File: src/rtl/wb_gpio_bank.sv
// Wishbone-mapped LED/button bank with edge capture and a level interrupt.
// Define GPIO_DEBOUNCE_EN to add per-button debounce counters (DEBOUNCE_CYCLES).
module wb_gpio_bank #(
    parameter int unsigned N_LEDS          = 4,
    parameter int unsigned N_BUTTONS       = 4,
    parameter logic [31:0] BASE_ADDR       = 32'h3000_0000,
    parameter logic [15:0] DEBOUNCE_CYCLES = 16'd1000
) (
    input  logic                 clk,
    input  logic                 reset,
    input  logic                 i_wb_cyc,
    input  logic                 i_wb_stb,
    input  logic                 i_wb_we,
    input  logic [31:0]          i_wb_addr,
    input  logic [31:0]          i_wb_data,
    output logic                 o_wb_ack,
    output logic                 o_wb_stall,
    output logic [31:0]          o_wb_data,
    input  logic [N_BUTTONS-1:0] buttons,
    output logic [N_BUTTONS-1:0] buttons_enb,
    output logic [N_LEDS-1:0]    led_enb,
    output logic [N_LEDS-1:0]    leds,
    output logic                 irq
);
    localparam int unsigned CNT_W      = 16;
    localparam logic [1:0]  REG_LED    = 2'd0;
    localparam logic [1:0]  REG_BTN    = 2'd1;
    localparam logic [1:0]  REG_EDGE   = 2'd2;
    localparam logic [1:0]  REG_IRQ_EN = 2'd3;

    logic [N_BUTTONS-1:0] r_sync1, r_sync2, r_btn_prev, r_edge, r_irq_en;
    logic [N_BUTTONS-1:0] w_btn_db, w_rise, w_edge_clr;
    logic [N_LEDS-1:0]    r_leds;
    logic                 r_ack, r_irq;
    logic [31:0]          r_rdata, w_rdata, w_off;
    logic                 w_hit;
    logic [1:0]           w_reg;
    logic                 w_unused;

    // Offset-based decode keeps any word-aligned base working, not only 16-byte aligned ones.
    assign w_off    = i_wb_addr - BASE_ADDR;
    assign w_hit    = i_wb_cyc && i_wb_stb && (w_off[31:4] == 28'd0) && (w_off[1:0] == 2'b00);
    assign w_reg    = w_off[3:2];
    assign w_unused = ^i_wb_data;

`ifdef GPIO_DEBOUNCE_EN
    logic [CNT_W-1:0]     r_cnt [N_BUTTONS];
    logic [N_BUTTONS-1:0] r_btn_db;

    // A button only changes state after DEBOUNCE_CYCLES consecutive disagreeing samples.
    always_ff @(posedge clk or posedge reset) begin
        if (reset) begin
            r_btn_db <= '0;
            for (int i = 0; i < int'(N_BUTTONS); i++) r_cnt[i] <= '0;
        end else begin
            for (int i = 0; i < int'(N_BUTTONS); i++) begin
                if (r_sync2[i] == r_btn_db[i]) begin
                    r_cnt[i] <= '0;
                end else if (r_cnt[i] == DEBOUNCE_CYCLES - CNT_W'(1)) begin
                    r_btn_db[i] <= r_sync2[i];
                    r_cnt[i]    <= '0;
                end else begin
                    r_cnt[i] <= r_cnt[i] + CNT_W'(1);
                end
            end
        end
    end

    assign w_btn_db = r_btn_db;
`else
    logic w_unused_db;

    assign w_btn_db    = r_sync2;
    assign w_unused_db = ^DEBOUNCE_CYCLES;
`endif

    assign w_rise     = w_btn_db & ~r_btn_prev;
    assign w_edge_clr = (w_hit && i_wb_we && (w_reg == REG_EDGE)) ? i_wb_data[N_BUTTONS-1:0]
                                                                  : '0;

    always_comb begin
        w_rdata = '0;
        case (w_reg)
            REG_LED:  w_rdata = 32'(r_leds);
            REG_BTN:  w_rdata = 32'(w_btn_db);
            REG_EDGE: w_rdata = 32'(r_edge);
            default:  w_rdata = 32'(r_irq_en);
        endcase
    end

    // Synchronisers hold the inverted pad level so that 1 means pressed.
    always_ff @(posedge clk or posedge reset) begin
        if (reset) begin
            r_sync1    <= '0;
            r_sync2    <= '0;
            r_btn_prev <= '0;
            r_edge     <= '0;
            r_irq_en   <= '0;
            r_leds     <= '0;
            r_ack      <= 1'b0;
            r_irq      <= 1'b0;
            r_rdata    <= '0;
        end else begin
            r_sync1    <= ~buttons;
            r_sync2    <= r_sync1;
            r_btn_prev <= w_btn_db;
            r_edge     <= (r_edge & ~w_edge_clr) | w_rise;
            r_irq      <= |(r_edge & r_irq_en);
            r_ack      <= w_hit;
            if (w_hit) r_rdata <= w_rdata;
            if (w_hit && i_wb_we) begin
                if (w_reg == REG_LED)    r_leds   <= i_wb_data[N_LEDS-1:0];
                if (w_reg == REG_IRQ_EN) r_irq_en <= i_wb_data[N_BUTTONS-1:0];
            end
        end
    end

    assign o_wb_ack    = r_ack;
    assign o_wb_stall  = 1'b0;
    assign o_wb_data   = r_rdata;
    assign buttons_enb = '1;
    assign led_enb     = '0;
    assign leds        = r_leds;
    assign irq         = r_irq;
endmodule

File: config.mk
export PLATFORM = sky130hd
export DESIGN_NAME = wb_gpio_bank
export DESIGN_NICKNAME = d
export VERILOG_FILES = /design/src/rtl/wb_gpio_bank.sv
export SDC_FILE = /design/constraint.sdc
export NUM_CORES = 1
export LEC_CHECK = 0
export ABC_AREA = 1
export CORE_MARGIN = 5
export CORE_UTILIZATION = 34
export DETAILED_ROUTE_END_ITERATION = 7
export GPL_ROUTABILITY_DRIVEN = 0
export GPL_TIMING_DRIVEN = 0
export PLACE_DENSITY = 0.81
export SLEW_MARGIN = 20
export SYNTH_ARGS = -nofsm -noshare
export SYNTH_HDL_FRONTEND = slang
export SYNTH_SLANG_ARGS = --single-unit
File: constraint.sdc
create_clock -name clk -period 1.3 [get_ports clk]
set_input_delay 0.39 -clock clk [delete_from_list [all_inputs] [get_ports clk]]
set_output_delay 0.39 -clock clk [all_outputs]
set_load 0.05 [all_outputs]
# Word-level counts from Yosys, hierarchy flattened
# Index checks and enable logic that the tools add are counted.
# classes
n_addsub	1
n_eq_ne	3
n_mux	2
bitwise_logic	7
n_reduce_logical	11
# ops
op	n
32-bit by 30-bit subtractor with 32-bit output, second input constant	1
28-bit logical NOT	1
4-bit bitwise AND	3
4-bit NOT	3
4-bit case mux with 3 select lines	1
1-bit logical AND	5
2-bit equality test, second input constant	2
2-bit logical NOT	2
4-bit 2-to-1 mux	1
4-bit OR	1
2-bit AND reduction	2
4-bit OR reduction	1
2-bit by 1-bit equality test with 1-bit output, second input constant	1
# totals
register_bits	58
inputBits	73
output_inout_bits	47
elab_cells	33

# Longest topological paths before layout
# logic_depth
depth_word	10
depth_mapped	9
ltp_nobuf	9

# Least setup slack after synthesis
# OpenSTA, ideal clock, no wires.
# synth_timing
kind	input -> register
start	input i_wb_addr[30]
end	register r_leds[0] (netlist: leds[0])
setup_time_ps	123
arrival_ps	1147
required_ps	1177
slack_ps	31
stages	8
path_buffers	0
cell_sequence	nor2_1 > nand2_1 > nor2_2 > nand2_2 > nor2_8 > nand3_4 > nand2_1 > o21ai_1
# synth_via
elab_chain_cells	6
# synth_rtl
item	line_no	text
start: declaration	14	input logic [31:0] i_wb_addr,
32-bit by 30-bit subtractor with 32-bit output	41	assign w_off = i_wb_addr - BASE_ADDR;
28-bit logical NOT	42	assign w_hit = i_wb_cyc && i_wb_stb && (w_off[31:4] == 28'd0) && (w_off[1:0] == 2'b00);
1-bit logical AND (2 in a row)	42	
net w_hit	36	logic w_hit;
1-bit logical AND	111	if (w_hit && i_wb_we) begin
2-bit AND reduction (no line)	-	
end signal: assignment	112	if (w_reg == REG_LED) r_leds <= i_wb_data[N_LEDS-1:0];
end: declaration	33	logic [N_LEDS-1:0] r_leds;
# The timed path passes the listed nets, and every way through them passes these cells.
# A chain may end at the register's enable or synchronous reset.

# Worst setup path in the final report
# layout_timing
start	register r_leds[3] (netlist: leds[3])
end	output leds[3]
# layout_lines
item	line_no	text
end: declaration	22	output logic [N_LEDS-1:0] leds,
# No word-level cell between the ends.

==> results by group <==
Run status
  – Outcome: complete, no violations

STA
  – Slew HR: around three fifths
  – Slew @ Worst Pin: about 0.6 ns
  – Slew Limit Fails: 0
  – TNS Setup: 0 ns
  – FMAX: 791 MHz
  – Final min period: approximately 1.3 ns
  – Final period util: 97.2%
  – Clock Skews: approximately 0.0026 ns
  – Finish-stage setup viols: 0
  – Final Hold Fails: 0

Floorplan
  – Initial cell density of the core: 35.6%
  – Row cnt: 24
  – Core Region: around 0.0044 mm2
  – Die H: 78.3 um
  – IO Pins: 120
  – Die area: 0.00612 mm2
  – Die W: 78.3 um

Layout
  – Final design utilization: about 51%
  – Non-filler cells, final: 337
  – Layout cell share with drive strength beyond 1: 36.8%
  – Antenna Cells: 0
  – Area growth from synthesis to layout: 41.8%
  – # nets final: 358

Global routing
  – GRT Util Overall: approximately an eighth
  – Total grt overflow: 0
  – Largest net degree at the start of global routing: 31
  – First-pass GRT wire length: 5730 um
  – Vias in the first global route: ~1,300
  – Initial antenna violation count: 0

Logic synthesis
  – Post-synth top area share: 47.4%
  – Post-Syn Instances: about 190
  – Post-synth EDFFs: 0
  – Ys async rst share: 100%
  – Yosys reg bits: 30
  – Synth cell types: 15
  – Ys flop type: dfrtp_1
  – Post-synth top cells: nand2_1, buf_4, dfrtp_1, inv_1, nor2_1
  – Syn Area/Cell: 8.43 um2
  – Most numerous cell in the Yosys netlist: nand2_1
  – Warnings, synthesis: 0
  – Area contributors post-synth: dfrtp_1, buf_4, nand2_1, inv_1, o21ai_1
  – Post-Syn Area: ~0.0016 mm2
  – Yosys top cell by area: dfrtp_1
  – Seq/Total Area, Yosys: 47.4%

Clock network
  – CTS H-tree lvls: 2
  – Clk sinks: 30
  – Deepest clock path buffer count: 2
  – Total CTS buffers: 5
  – Cts hold-fix bufs: 0
  – Latest clock arrival within the worst-skew pair: ~0.27 ns
  – CTS tree: done
  – Worst-path clk slew: 0.06 ns
  – Root buffer cell: clkbuf_8

Hold path
  – Worst min path class: flop to flop
  – Min-Delay Startpoint: r_sync1[1]$_DFF_PP0_

Setup path
  – Critical path required time: 0.91 ns
  – Worst R2R Path Depth: 4
  – Reg-to-reg slack, setup: 0.39 ns
  – CP Launch Point: leds[3]$_DFFE_PP0P_
  – Worst path depth: 1
  – CP delay by family, top: flip-flops
  – Max incr delay on CP: 0.40 ns
  – Critical Path Fanout Max: 3
  – Buffers & Inverters on Critical Path: 1
  – Reg2reg end: o_wb_data[3]$_DFFE_PP0N_
  – Arr. time, crit path: 0.87 ns
  – Cell Chain, Critical Path: buf_4
  – Crit. End Element: output port
  – Critical Path Sink: leds[3]
  – Worst setup path category: flop to output port
  – Crit-path slowest cell: dfrtp_1
  – Launching point of the worst reg2reg path: r_sync2[3]$_DFF_PP0_
  – Startpoint Class: flop

Power
  – Final Power: about 2.1 mW
  – Leakage: 1.26 nW
  – Proportion of power drawn by combinational gates: about a quarter
  – Max VDD drop: 0.630 mV
  – Pwr Density: between 900 and 1000 mW/mm2
  – Switching portion of total power: a little under a third
  – Psw: roughly 0.66 mW
  – Internal power: 1.48 mW
  – Clock power share: 31.4%
  – Sequential Power Share: 45.1%

Routing
  – Initial DRC Count: 53
  – Final WL: 3570 um
  – Detailed Routing Iterations Pass 1: 4
  – Vias: around 1,300
  – Number of routed nets with antenna violations: 0
  – DR vias/cell: 3.91
  – Per-cell routed wire length: approximately 11 um
  – Drt drc: 0

Placed design
  – Placed cells: 329
  – Post-DP HPWL: 2970 um
  – I/O Buffers: 54

Job
  – Max-cap violations: 0
## power groups by stage
stage	sequential, mW	clock (mW)	combinational, mW
2_1_floorplan	0.975	0	0.382
3_3_place_gp	0.977	0	0.532
3_5_place_dp	0.978	0	0.536
4_1_cts	0.961	0.687	0.514
5_1_grt	0.963	0.735	0.538
6_report	0.961	0.668	0.502
## layout by cell type (no fill, tap or decap), drive strengths merged, types with 2 or more instances in the layout
cell           netlist  final
clkbuf               0     39
nand2               49     49
conb                 2     37
buf                 37     46
a21oi                4      4
clkdlybuf4s50        0     10
clkinv               0      2
inv                 18     17
o21ai               12     12
nand4                5      5
dfrtp               30     30
nor2                21     21
nand3               10     10
## per-layer routing
| layer | vias up | share of wire, % | track usage (%) |
|---|---|---|---|
| li1 | 703 | - | - |
| met1 | 565 | 35 | 10.7 |
| met2 | 44 | 55 | 22.5 |
| met3 | 6 | 8.8 | 4.69 |
| met4 | 0 | 0.95 | 5.07 |
| met5 | - | 0 | 0 |
## layout make-up
class                           count  area (um2)
Inverter                           18        71.3
Multi-Input combinational cell    138         646
Timing Repair Buffer               55         357
Clock buffer                        5        68.8
Clock inverter                      2        10.0
Fill cell                         445        2200
Sequential cell                    30         751
Buffer                             37         278
Tap cell                           52        65.1
## cells by family (layout without fill, tap and decap cells)
group	Yosys count	count (layout)	share of synthesized area, %
AND/OR/NAND/NOR	85	85	25.3
buffers and inverters	55	117	21.8
flip-flops	30	30	47.4
other	2	37	0.474
AO/OA/AOI/OAI	16	16	5.06
## worst min path at each step
stage	endpoint	cells after the start
after floorplan	r_sync2[0]$_DFF_PP0_	0
after global placement	r_sync2[2]$_DFF_PP0_	0
after detailed placement	r_sync2[1]$_DFF_PP0_	0
after CTS	r_sync2[1]$_DFF_PP0_	0
after global routing	r_sync2[1]$_DFF_PP0_	0
final	r_sync2[1]$_DFF_PP0_	0
## stage by stage
step | setup slack [ns] | hold slack, ns | area [um2]
5_1_grt | -0.00563 | 0.353 | 2250
2_1_floorplan | 0.0308 | 0.331 | 1720
3_5_place_dp | -0.528 | 0.335 | 2320
4_1_cts | 0.000234 | 0.348 | 2360
3_3_place_gp | -0.500 | 0.332 | 2320
6_report | 0.0358 | 0.346 | 2250
## state kept, by name (all words and copies together), names as in the netlist
signal / cells
r_edge: 4
r_irq_en: 4
leds: 4
irq: 1
r_btn_prev: 4
o_wb_ack: 1
o_wb_data: 4
r_sync2: 4
r_sync1: 4
## timing repair
action                                  in CTS  in global routing
gates resized for setup                    119                 48
setup buffers                                0                  1
pin swaps                                   34                 34
endpoints found under the setup margin      56                 19
No activity file was read; power rests on OpenSTA's default activity.
